**src/rtl/adder_pkg.sv**
```systemverilog
// Shared constants and result type for the multi-topology adder library.
// Defaults here seed the top-level parameters; the struct mirrors one {carry, sum} pair.
package adder_pkg;

  localparam int DEFAULT_DATA_WIDTH      = 32;
  localparam int DEFAULT_CLA_BLOCK_WIDTH = 4;
  localparam int DEFAULT_CKA_BLOCK_WIDTH = 4;
  localparam int DEFAULT_CSA_BLOCK_WIDTH = 4;

  typedef struct packed {
    logic                          carry;
    logic [DEFAULT_DATA_WIDTH-1:0] sum;
  } add_result_t;

endpackage

```
**src/rtl/adder_pg_block.sv**
```systemverilog
// WIDTH-bit ripple adder block exposing per-bit and group generate/propagate.
// Shared building block for the lookahead, skip and select adder chains.
module adder_pg_block #(
  parameter int WIDTH = 4
) (
  input  logic [WIDTH-1:0] a,
  input  logic [WIDTH-1:0] b,
  input  logic             cin,
  output logic [WIDTH-1:0] sum,
  output logic [WIDTH-1:0] g,
  output logic [WIDTH-1:0] p,
  output logic             cout,
  output logic             grp_g,
  output logic             grp_p
);

  logic [WIDTH:0] carry;
  logic [WIDTH:0] gen_chain;

  assign g = a & b;
  assign p = a ^ b;

  // NOTE: every variable written here gets a value before any branch or loop, so no latch can be inferred.
  always_comb begin
    carry        = '0;
    gen_chain    = '0;
    carry[0]     = cin;
    gen_chain[0] = 1'b0;
    for (int i = 0; i < WIDTH; i++) begin
      carry[i+1]     = g[i] | (p[i] & carry[i]);
      gen_chain[i+1] = g[i] | (p[i] & gen_chain[i]);
    end
  end

  assign sum   = p ^ carry[WIDTH-1:0];
  assign cout  = carry[WIDTH];
  assign grp_g = gen_chain[WIDTH];
  assign grp_p = &p;

endmodule

```
**src/rtl/multi_topology_adder.sv**
```systemverilog
// Registered A+B+Cin computed by carry-lookahead, carry-skip and carry-select chains
// in parallel, with a flag raised whenever the three registered results disagree.
module multi_topology_adder
  import adder_pkg::*;
#(
  parameter int DATA_WIDTH      = DEFAULT_DATA_WIDTH,
  parameter int CLA_BLOCK_WIDTH = DEFAULT_CLA_BLOCK_WIDTH,
  parameter int CKA_BLOCK_WIDTH = DEFAULT_CKA_BLOCK_WIDTH,
  parameter int CSA_BLOCK_WIDTH = DEFAULT_CSA_BLOCK_WIDTH
) (
  input  logic                  clk_i,
  input  logic                  rst_i,
  input  logic                  valid_i,
  input  logic [DATA_WIDTH-1:0] operand_A_i,
  input  logic [DATA_WIDTH-1:0] operand_B_i,
  input  logic                  carry_i,
  output logic                  valid_o,
  output logic [DATA_WIDTH-1:0] cla_result_o,
  output logic                  cla_carry_o,
  output logic [DATA_WIDTH-1:0] cka_result_o,
  output logic                  cka_carry_o,
  output logic [DATA_WIDTH-1:0] csa_result_o,
  output logic                  csa_carry_o,
  output logic                  mismatch_o
);

  localparam int CLA_GROUPS = DATA_WIDTH / CLA_BLOCK_WIDTH;
  localparam int CKA_BLOCKS = DATA_WIDTH / CKA_BLOCK_WIDTH;
  localparam int CSA_BLOCKS = DATA_WIDTH / CSA_BLOCK_WIDTH;

  if (DATA_WIDTH % CLA_BLOCK_WIDTH != 0) begin : g_cla_width_check
    $error("DATA_WIDTH must be a multiple of CLA_BLOCK_WIDTH");
  end
  if (DATA_WIDTH % CKA_BLOCK_WIDTH != 0) begin : g_cka_width_check
    $error("DATA_WIDTH must be a multiple of CKA_BLOCK_WIDTH");
  end
  if (DATA_WIDTH % CSA_BLOCK_WIDTH != 0) begin : g_csa_width_check
    $error("DATA_WIDTH must be a multiple of CSA_BLOCK_WIDTH");
  end

  // Carry-lookahead: in-group carries are flat sum-of-products of g/p and the group carry-in.
  logic [CLA_GROUPS:0]   cla_gc;
  logic [DATA_WIDTH-1:0] cla_sum;
  assign cla_gc[0] = carry_i;

  for (genvar gi = 0; gi < CLA_GROUPS; gi++) begin : g_cla
    localparam int LSB = gi * CLA_BLOCK_WIDTH;
    logic [CLA_BLOCK_WIDTH-1:0] g, p, c, unused_sum;
    logic                       grp_g, grp_p, unused_cout;
    logic                       acc, prod;

    adder_pg_block #(.WIDTH(CLA_BLOCK_WIDTH)) u_pg (
      .a(operand_A_i[LSB +: CLA_BLOCK_WIDTH]), .b(operand_B_i[LSB +: CLA_BLOCK_WIDTH]),
      .cin(cla_gc[gi]), .sum(unused_sum), .g(g), .p(p),
      .cout(unused_cout), .grp_g(grp_g), .grp_p(grp_p)
    );

    always_comb begin
      c    = '0;
      acc  = 1'b0;
      prod = 1'b1;
      for (int j = 0; j < CLA_BLOCK_WIDTH; j++) begin
        acc  = 1'b0;
        prod = 1'b1;
        for (int k = j - 1; k >= 0; k--) begin
          acc  = acc | (g[k] & prod);
          prod = prod & p[k];
        end
        c[j] = acc | (prod & cla_gc[gi]);
      end
    end

    assign cla_sum[LSB +: CLA_BLOCK_WIDTH] = p ^ c;
    assign cla_gc[gi+1] = grp_g | (grp_p & cla_gc[gi]);
  end

  // Carry-skip: a fully propagating block forwards its carry-in past the ripple.
  logic [CKA_BLOCKS:0]   cka_c;
  logic [DATA_WIDTH-1:0] cka_sum;
  assign cka_c[0] = carry_i;

  for (genvar bi = 0; bi < CKA_BLOCKS; bi++) begin : g_cka
    localparam int LSB = bi * CKA_BLOCK_WIDTH;
    logic [CKA_BLOCK_WIDTH-1:0] unused_g, unused_p;
    logic                       rip_cout, grp_p, unused_grp_g;

    adder_pg_block #(.WIDTH(CKA_BLOCK_WIDTH)) u_pg (
      .a(operand_A_i[LSB +: CKA_BLOCK_WIDTH]), .b(operand_B_i[LSB +: CKA_BLOCK_WIDTH]),
      .cin(cka_c[bi]), .sum(cka_sum[LSB +: CKA_BLOCK_WIDTH]), .g(unused_g), .p(unused_p),
      .cout(rip_cout), .grp_g(unused_grp_g), .grp_p(grp_p)
    );

    assign cka_c[bi+1] = grp_p ? cka_c[bi] : rip_cout;
  end

  logic [CSA_BLOCKS:0]   csa_c;
  logic [DATA_WIDTH-1:0] csa_sum;
  assign csa_c[0] = carry_i;

  for (genvar bi = 0; bi < CSA_BLOCKS; bi++) begin : g_csa
    localparam int LSB = bi * CSA_BLOCK_WIDTH;
    logic [1:0][CSA_BLOCK_WIDTH-1:0] sum_pre, unused_g, unused_p;
    logic [1:0]                      cout_pre, unused_grp_g, unused_grp_p;

    if (bi == 0) begin : g_first
      adder_pg_block #(.WIDTH(CSA_BLOCK_WIDTH)) u_pg (
        .a(operand_A_i[LSB +: CSA_BLOCK_WIDTH]), .b(operand_B_i[LSB +: CSA_BLOCK_WIDTH]),
        .cin(carry_i), .sum(sum_pre[0]), .g(unused_g[0]), .p(unused_p[0]),
        .cout(cout_pre[0]), .grp_g(unused_grp_g[0]), .grp_p(unused_grp_p[0])
      );
      assign sum_pre[1]      = '0;
      assign unused_g[1]     = '0;
      assign unused_p[1]     = '0;
      assign cout_pre[1]     = 1'b0;
      assign unused_grp_g[1] = 1'b0;
      assign unused_grp_p[1] = 1'b0;
      assign csa_sum[LSB +: CSA_BLOCK_WIDTH] = sum_pre[0];
      assign csa_c[bi+1] = cout_pre[0];
    end else begin : g_pair
      for (genvar ci = 0; ci < 2; ci++) begin : g_cin
        adder_pg_block #(.WIDTH(CSA_BLOCK_WIDTH)) u_pg (
          .a(operand_A_i[LSB +: CSA_BLOCK_WIDTH]), .b(operand_B_i[LSB +: CSA_BLOCK_WIDTH]),
          .cin(ci[0]), .sum(sum_pre[ci]), .g(unused_g[ci]), .p(unused_p[ci]),
          .cout(cout_pre[ci]), .grp_g(unused_grp_g[ci]), .grp_p(unused_grp_p[ci])
        );
      end
      assign csa_sum[LSB +: CSA_BLOCK_WIDTH] = csa_c[bi] ? sum_pre[1] : sum_pre[0];
      assign csa_c[bi+1] = csa_c[bi] ? cout_pre[1] : cout_pre[0];
    end
  end

  logic [DATA_WIDTH:0] cla_d, cka_d, csa_d;
  logic [DATA_WIDTH:0] cla_q, cka_q, csa_q;
  logic                valid_q, mismatch_q;

  assign cla_d = {cla_gc[CLA_GROUPS], cla_sum};
  assign cka_d = {cka_c[CKA_BLOCKS], cka_sum};
  assign csa_d = {csa_c[CSA_BLOCKS], csa_sum};

  // NOTE: state registers use non-blocking assignments so every flop samples pre-edge values.
  always_ff @(posedge clk_i) begin
    if (rst_i) begin
      cla_q      <= '0;
      cka_q      <= '0;
      csa_q      <= '0;
      valid_q    <= 1'b0;
      mismatch_q <= 1'b0;
    end else begin
      valid_q    <= valid_i;
      mismatch_q <= valid_i && ((cla_d != cka_d) || (cla_d != csa_d));
      if (valid_i) begin
        cla_q <= cla_d;
        cka_q <= cka_d;
        csa_q <= csa_d;
      end
    end
  end

  assign valid_o                     = valid_q;
  assign mismatch_o                  = mismatch_q;
  assign {cla_carry_o, cla_result_o} = cla_q;
  assign {cka_carry_o, cka_result_o} = cka_q;
  assign {csa_carry_o, csa_result_o} = csa_q;

endmodule

```
**config.mk**
```make
export PLATFORM = sky130hd
export DESIGN_NAME = multi_topology_adder
export DESIGN_NICKNAME = d
export VERILOG_FILES = /design/src/rtl/adder_pkg.sv /design/src/rtl/adder_pg_block.sv /design/src/rtl/multi_topology_adder.sv
export SDC_FILE = /design/constraint.sdc
export NUM_CORES = 1
export LEC_CHECK = 0
export ABC_CLOCK_PERIOD_IN_PS = 30900
export BUFFER_PORTS_ARGS = -buffer_cell sky130_fd_sc_hd__buf_2
export CORE_ASPECT_RATIO = 0.7
export CORE_MARGIN = 2
export CORE_UTILIZATION = 61
export DETAILED_ROUTE_END_ITERATION = 6
export PLACE_DENSITY = 0.87
export SYNTH_ARGS = -nofsm -noshare
export SYNTH_HDL_FRONTEND = slang
export SYNTH_SLANG_ARGS = --single-unit
```
**constraint.sdc**
```tcl
create_clock -name clk_i -period 30.9 [get_ports clk_i]
set_clock_uncertainty 0.2 [all_clocks]
set_input_delay 0 -clock clk_i [delete_from_list [all_inputs] [get_ports clk_i]]
set_output_delay 0 -clock clk_i [all_outputs]
set_load 0.005 [all_outputs]
```
# Word-level counts from Yosys, hierarchy flattened
# Index checks and enable logic that the tools add are counted.
[word_totals]
ff_bits = 101
mem_count = 0
mem_bits_ro = 0
latchBits = 0
mem_bits_rw = 0
output_inout_bits = 101
in_bits = 68
[op_classes]
multipliers = 0
div_mod_pow = 0
n_reduce_logical = 10
n_mux = 22
addsub = 0
bitwise_logic = 325
shifts = 0
n_eq_ne = 2
order_cmp = 0
[op_table]
columns = ["cell", "count"]
rows = [
  ["4-bit XOR", 38],
  ["1-bit bitwise AND", 148],
  ["1-bit bitwise OR", 131],
  ["33-bit inequality test", 2],
  ["4-bit bitwise AND", 8],
  ["4-bit AND reduction", 8],
  ["4-bit 2-to-1 mux", 7],
  ["1-bit 2-to-1 mux", 15],
  ["1-bit logical AND", 1],
  ["1-bit logical OR", 1],
]

# Depth between registers and ports, before layout
[logic_depth]
depth_word = 76
mapped_depth = 60
ltp_nobuf = 60

# Hierarchy
# Synthesis repeated with hierarchy kept, for this count alone.
[hier_totals]
hier_cells = 1408
area_unflattened_um2 = 11977.7
[by_module_without_submodules]
columns = ["mod", "seq_area_each_um2", "instances", "area_per_inst_um2", "cells_per_inst"]
rows = [
  ["adder_pg_block", 0.0, 31, 195.2, 23],
  ["multi_topology_adder", 2021.9, 1, 5926.9, 695],
]

# Worst setup path before layout
# No wires, ideal clock.
[synth_path]
path_type = "input -> register"
start = "in operand_A_i[0]"
end = "reg mismatch_q (netlist: mismatch_o)"
t_arrival_ns = 15.463
t_required_ns = 30.573
stages = 60
path_buffers = 0
path_slack_ns = 15.110
cell_sequence = "inv_1 > fa_1 > inv_1 > fa_1 > inv_1 > fa_1 > fa_1 > mux2i_1 > inv_1 > fa_1 > fa_1 > fa_1 > fa_1 > nor2_1 > a21oi_1 > fa_1 > fa_1 > fa_1 > (+24 left out) > fa_1 > fa_1 > mux2_2 > fa_1 > fa_1 > fa_1 > fa_1 > xor2_1 > a2bb2oi_1 > nand4_1 > nor3_1 > o311ai_0 > nor4_1 > nand4_1 > nor4_1 > nand4_1 > nor4_1 > a21oi_1"
[synth_via]
elab_chain_len = 76
elab_cells_between_ends = 181
classes_between = "eq/ne (2); mux (22); bitwise (154); reduce/logical (3)"
[synth_rtl]
columns = ["item", "line_no", "source"]
rows = [
  ["start, declared", "multi_topology_adder.sv:14", "input logic [DATA_WIDTH-1:0] operand_A_i,"],
  ["4-bit XOR", "adder_pg_block.sv:21", "assign p = a ^ b;"],
  ["1-bit bitwise AND", "adder_pg_block.sv:30, multi_topology_adder.sv:69", ""],
  ["1-bit bitwise OR", "adder_pg_block.sv:30, multi_topology_adder.sv:69", ""],
  ["1-bit bitwise AND", "adder_pg_block.sv:30", "carry[i+1] = g[i] | (p[i] & carry[i]);"],
  ["1-bit bitwise OR", "adder_pg_block.sv:30", ""],
  ["1-bit bitwise AND", "adder_pg_block.sv:30", ""],
  ["1-bit bitwise OR", "adder_pg_block.sv:30", ""],
  ["1-bit bitwise AND", "adder_pg_block.sv:30", ""],
  ["(+60 left out)", "n/a", ""],
  ["1-bit bitwise AND", "adder_pg_block.sv:30", ""],
  ["1-bit bitwise OR", "adder_pg_block.sv:30", ""],
  ["1-bit bitwise AND", "adder_pg_block.sv:30", ""],
  ["1-bit bitwise OR", "adder_pg_block.sv:30", ""],
  ["1-bit 2-to-1 mux", "multi_topology_adder.sv:93", "assign cka_c[bi+1] = grp_p ? cka_c[bi] : rip_cout;"],
  ["33-bit inequality test", "multi_topology_adder.sv:150", "mismatch_q <= valid_i && ((cla_d != cka_d) || (cla_d != csa_d));"],
  ["1-bit logical OR (*)", "multi_topology_adder.sv:150", ""],
  ["1-bit logical AND (*)", "multi_topology_adder.sv:150", ""],
  ["end signal, assigned", "multi_topology_adder.sv:150", ""],
  ["end, declared", "multi_topology_adder.sv:134", "logic valid_q, mismatch_q;"],
]
# Mark *: on every way between the ends. The rest lies on a longest branch, timed or not.
# A chain may end at the register's enable or synchronous reset.

# Final worst setup path
[layout_path]
start = "in operand_B_i[0]"
end = "reg mismatch_q (netlist: mismatch_o)"
[layout_via]
elab_chain_len = 76
elab_cells_between_ends = 181
classes_between = "eq/ne (2); mux (22); bitwise (154); reduce/logical (3)"
[layout_rtl]
columns = ["item", "line_no", "source"]
rows = [
  ["start, declared", "multi_topology_adder.sv:15", "input logic [DATA_WIDTH-1:0] operand_B_i,"],
  ["4-bit XOR", "adder_pg_block.sv:21", ""],
  ["1-bit bitwise AND", "adder_pg_block.sv:30, multi_topology_adder.sv:69", ""],
  ["1-bit bitwise OR", "adder_pg_block.sv:30, multi_topology_adder.sv:69", ""],
  ["1-bit bitwise AND", "adder_pg_block.sv:30", ""],
  ["1-bit bitwise OR", "adder_pg_block.sv:30", ""],
  ["1-bit bitwise AND", "adder_pg_block.sv:30", ""],
  ["1-bit bitwise OR", "adder_pg_block.sv:30", ""],
  ["1-bit bitwise AND", "adder_pg_block.sv:30", ""],
  ["(+60 left out)", "n/a", ""],
  ["1-bit bitwise AND", "adder_pg_block.sv:30", ""],
  ["1-bit bitwise OR", "adder_pg_block.sv:30", ""],
  ["1-bit bitwise AND", "adder_pg_block.sv:30", ""],
  ["1-bit bitwise OR", "adder_pg_block.sv:30", ""],
  ["1-bit 2-to-1 mux", "multi_topology_adder.sv:93", ""],
  ["33-bit inequality test", "multi_topology_adder.sv:150", ""],
  ["1-bit logical OR (*)", "multi_topology_adder.sv:150", ""],
  ["1-bit logical AND (*)", "multi_topology_adder.sv:150", ""],
]
# Marked as above.

==> reports/qor.csv <==
metric,value,unit
"Max FO, Critical Path",4,
Tcrit/Tclk final,0.570,
crit-path max cell delay,0.52,ns
Area Overhead vs Synth,18.4,%
drt via density,6.10,
Die H,99.4,microns
Hold WS,0.0126,ns
Num CTS Buffers,9,
Mean Syn Cell Area,8.20,sq um
pin count of the biggest net entering global routing,95,
# fillers,921,
DRC,0,
number of synthesized flops with an enable pin,0,
most frequent cells in the layout,"buf_2, nor2_1, dfxtp_1, inv_1, a211oi_1",
status,"finished, final reports clean",
Worst EP required,30.93,ns
H-tree Lvls,3,
final cell count without fillers,1293,
Sum Neg Setup Slack,0,ns
layout cells sized above 1,0.184,
core area,12500,sq um
Seq cells post-synth,95,
Starting DRT DRC Count,592,
minimum clock period,17.62,ns
"Seq/Total Area, Yosys",0.240,
CP Launch Type,primary input,
postcts setup bufs,0,
Pre-antenna DRT Iters,6,
IO buf count,168,
Routed WL per cell,18.3,microns
P per Cell Area,50.0,nW/um^2
Syn Nets,1114,
"Warnings, synthesis",0,
max_slew headroom,0.278,
Detail Route Antenna Nets,0,
final hold violation count,0,
"commonest non-fill, non-tap cell in the layout",buf_2,
CTS sink cnt,95,
final setup fails,0,
highest-delay cell along the critical path,dlygate4sd3_1,
Reg area,1900,sq um
Multi-input gate area,5440,sq um
max cap viols,0,
max-slew violation count,0,
antenna cells,0,
Crit path top cell by count,fa_1,
Worst-Skew Late Latency,0.35,ns
CTS tree,built,
Rows,34,
Final Wtd Congestion,0.996,
clock slew at reported path FFs,0.07,ns
CTS Buffer Depth,2,
# IOs,169,
Final nets,1272,
die width,140,microns
routed vias,7885,
worst-margin pin slew,1.07,ns
kind of end point of the critical path,flop,
GR Util All Layers,0.339,
Peak VDD IR,0.0323,mV
Starting Density,0.632,
Syn Inst Count,968,
first-pass GRT wire length,38000,microns
Cells after DPL,1242,
die area,14000,sq um
hpwl dp,18000,microns
power consumption,469,uW
ys flop type,dfxtp_1,
Setup CP Type,in -> reg,
Post-synth ARST share,0,
mapped cell area,7940,sq um
FMAX,0.0568,GHz
vias in the first global route,7361,
Hold WC Path Type,in -> reg,
initial antenna violation count,0,
RSZ-0062 raised after global routing,no,
Clk Tree Root Cell,clkbuf_16,
Netlist cell types,71,
Critical Path AT,17.65,ns
total congestion overflow,0,
Leak,4.36,nW
Routed WL,23700,microns
[per-layer routing]
layer | routed length, microns | global-route usage
met5 | 0 | 0
met4 | 399 | 0.0769
met3 | 2490 | 0.0833
met2 | 9740 | 0.496
met1 | 11000 | 0.505
[power breakdown]
part           internal, mW  switching (mW)  total, mW
Clock                0.0564          0.0542      0.111
Combinational        0.0917           0.124      0.215
Sequential            0.136         0.00734      0.143
[critical path, delay by kind of cell]
family                   cells  cell delay (ns)
multiplexers                 2             0.67
adder cells (fa/ha/maj)     32            12.38
XOR/XNOR                     1             0.16
AO/OA/AOI/OAI                8             1.20
AND/OR/NAND/NOR             12             2.21
buffers and inverters        7             1.02
[worst paths after layout]
path	slack, ns	cells past startpoint	startpoint	to
worst max-delay path	13.28	62	operand_B_i[0]	mismatch_o
worst min-delay path	0.01	4	operand_B_i[23]	cka_q[23]
worst max register to register	29.91	3	csa_q[4]	csa_q[4]
worst min register to register	0.28	2	cka_q[23]	cka_q[23]
[cell type report]
type / instances / area share
timing repair buffer: 207 / 0.130
multi-input combinational: 724 / 0.579
clock buffer: 9 / 0.0240
inverter: 89 / 0.0356
tap: 162 / 0.0216
sequential: 95 / 0.203
clock inverter: 7 / 0.00693
[state kept, by name, summed over array words and instances (netlist names)]
| signal | count |
|---|---|
| csa_q | 33 |
| cka_q | 29 |
| valid_o | 1 |
| cla_q | 31 |
| mismatch_o | 1 |
[synthesized netlist by cell type (all sizes together), types with 24 or more instances]
cell type / instances / area share
nor2: 132 / 0.062
dfxtp: 95 / 0.24
inv: 89 / 0.042
a211oi: 67 / 0.063
xnor2: 63 / 0.070
a21oi: 50 / 0.032
fa: 39 / 0.098
ha: 39 / 0.061
nand2: 39 / 0.018
clkbuf: 36 / 0.017
mux2i: 34 / 0.043
xor2: 33 / 0.036
buf: 24 / 0.016
[repair_timing]
item | 4_1_cts | 5_1_grt
hold buffers | 35 | 0
hold endpoints to repair | 18 | 0
gates resized for setup | 0 | 0
endpoints found under the setup margin | 0 | 0
[metrics by stage]
| stage | util | area [sq um] | setup slack (ns) |
|---|---|---|---|
| floorplan | - | 7940 | 15.11 |
| global placement | 0.697 | 8750 | 14.08 |
| detailed placement | 0.697 | 8750 | 13.67 |
| CTS | 0.748 | 9390 | 13.46 |
| global route | 0.748 | 9390 | 12.53 |
| finish | 0.748 | 9390 | 13.28 |
[logic make-up after synthesis]
group / after synthesis / share of synthesized area
AOI/OAI and AO/OA: 220 / 0.189
muxes: 41 / 0.0547
xor gates and xnor gates: 96 / 0.106
adders and majority gates: 78 / 0.160
and+or+nand+nor: 289 / 0.176
DFF: 95 / 0.240
buffers and inverters: 149 / 0.0749
No activity file was read; power rests on OpenSTA's default activity.
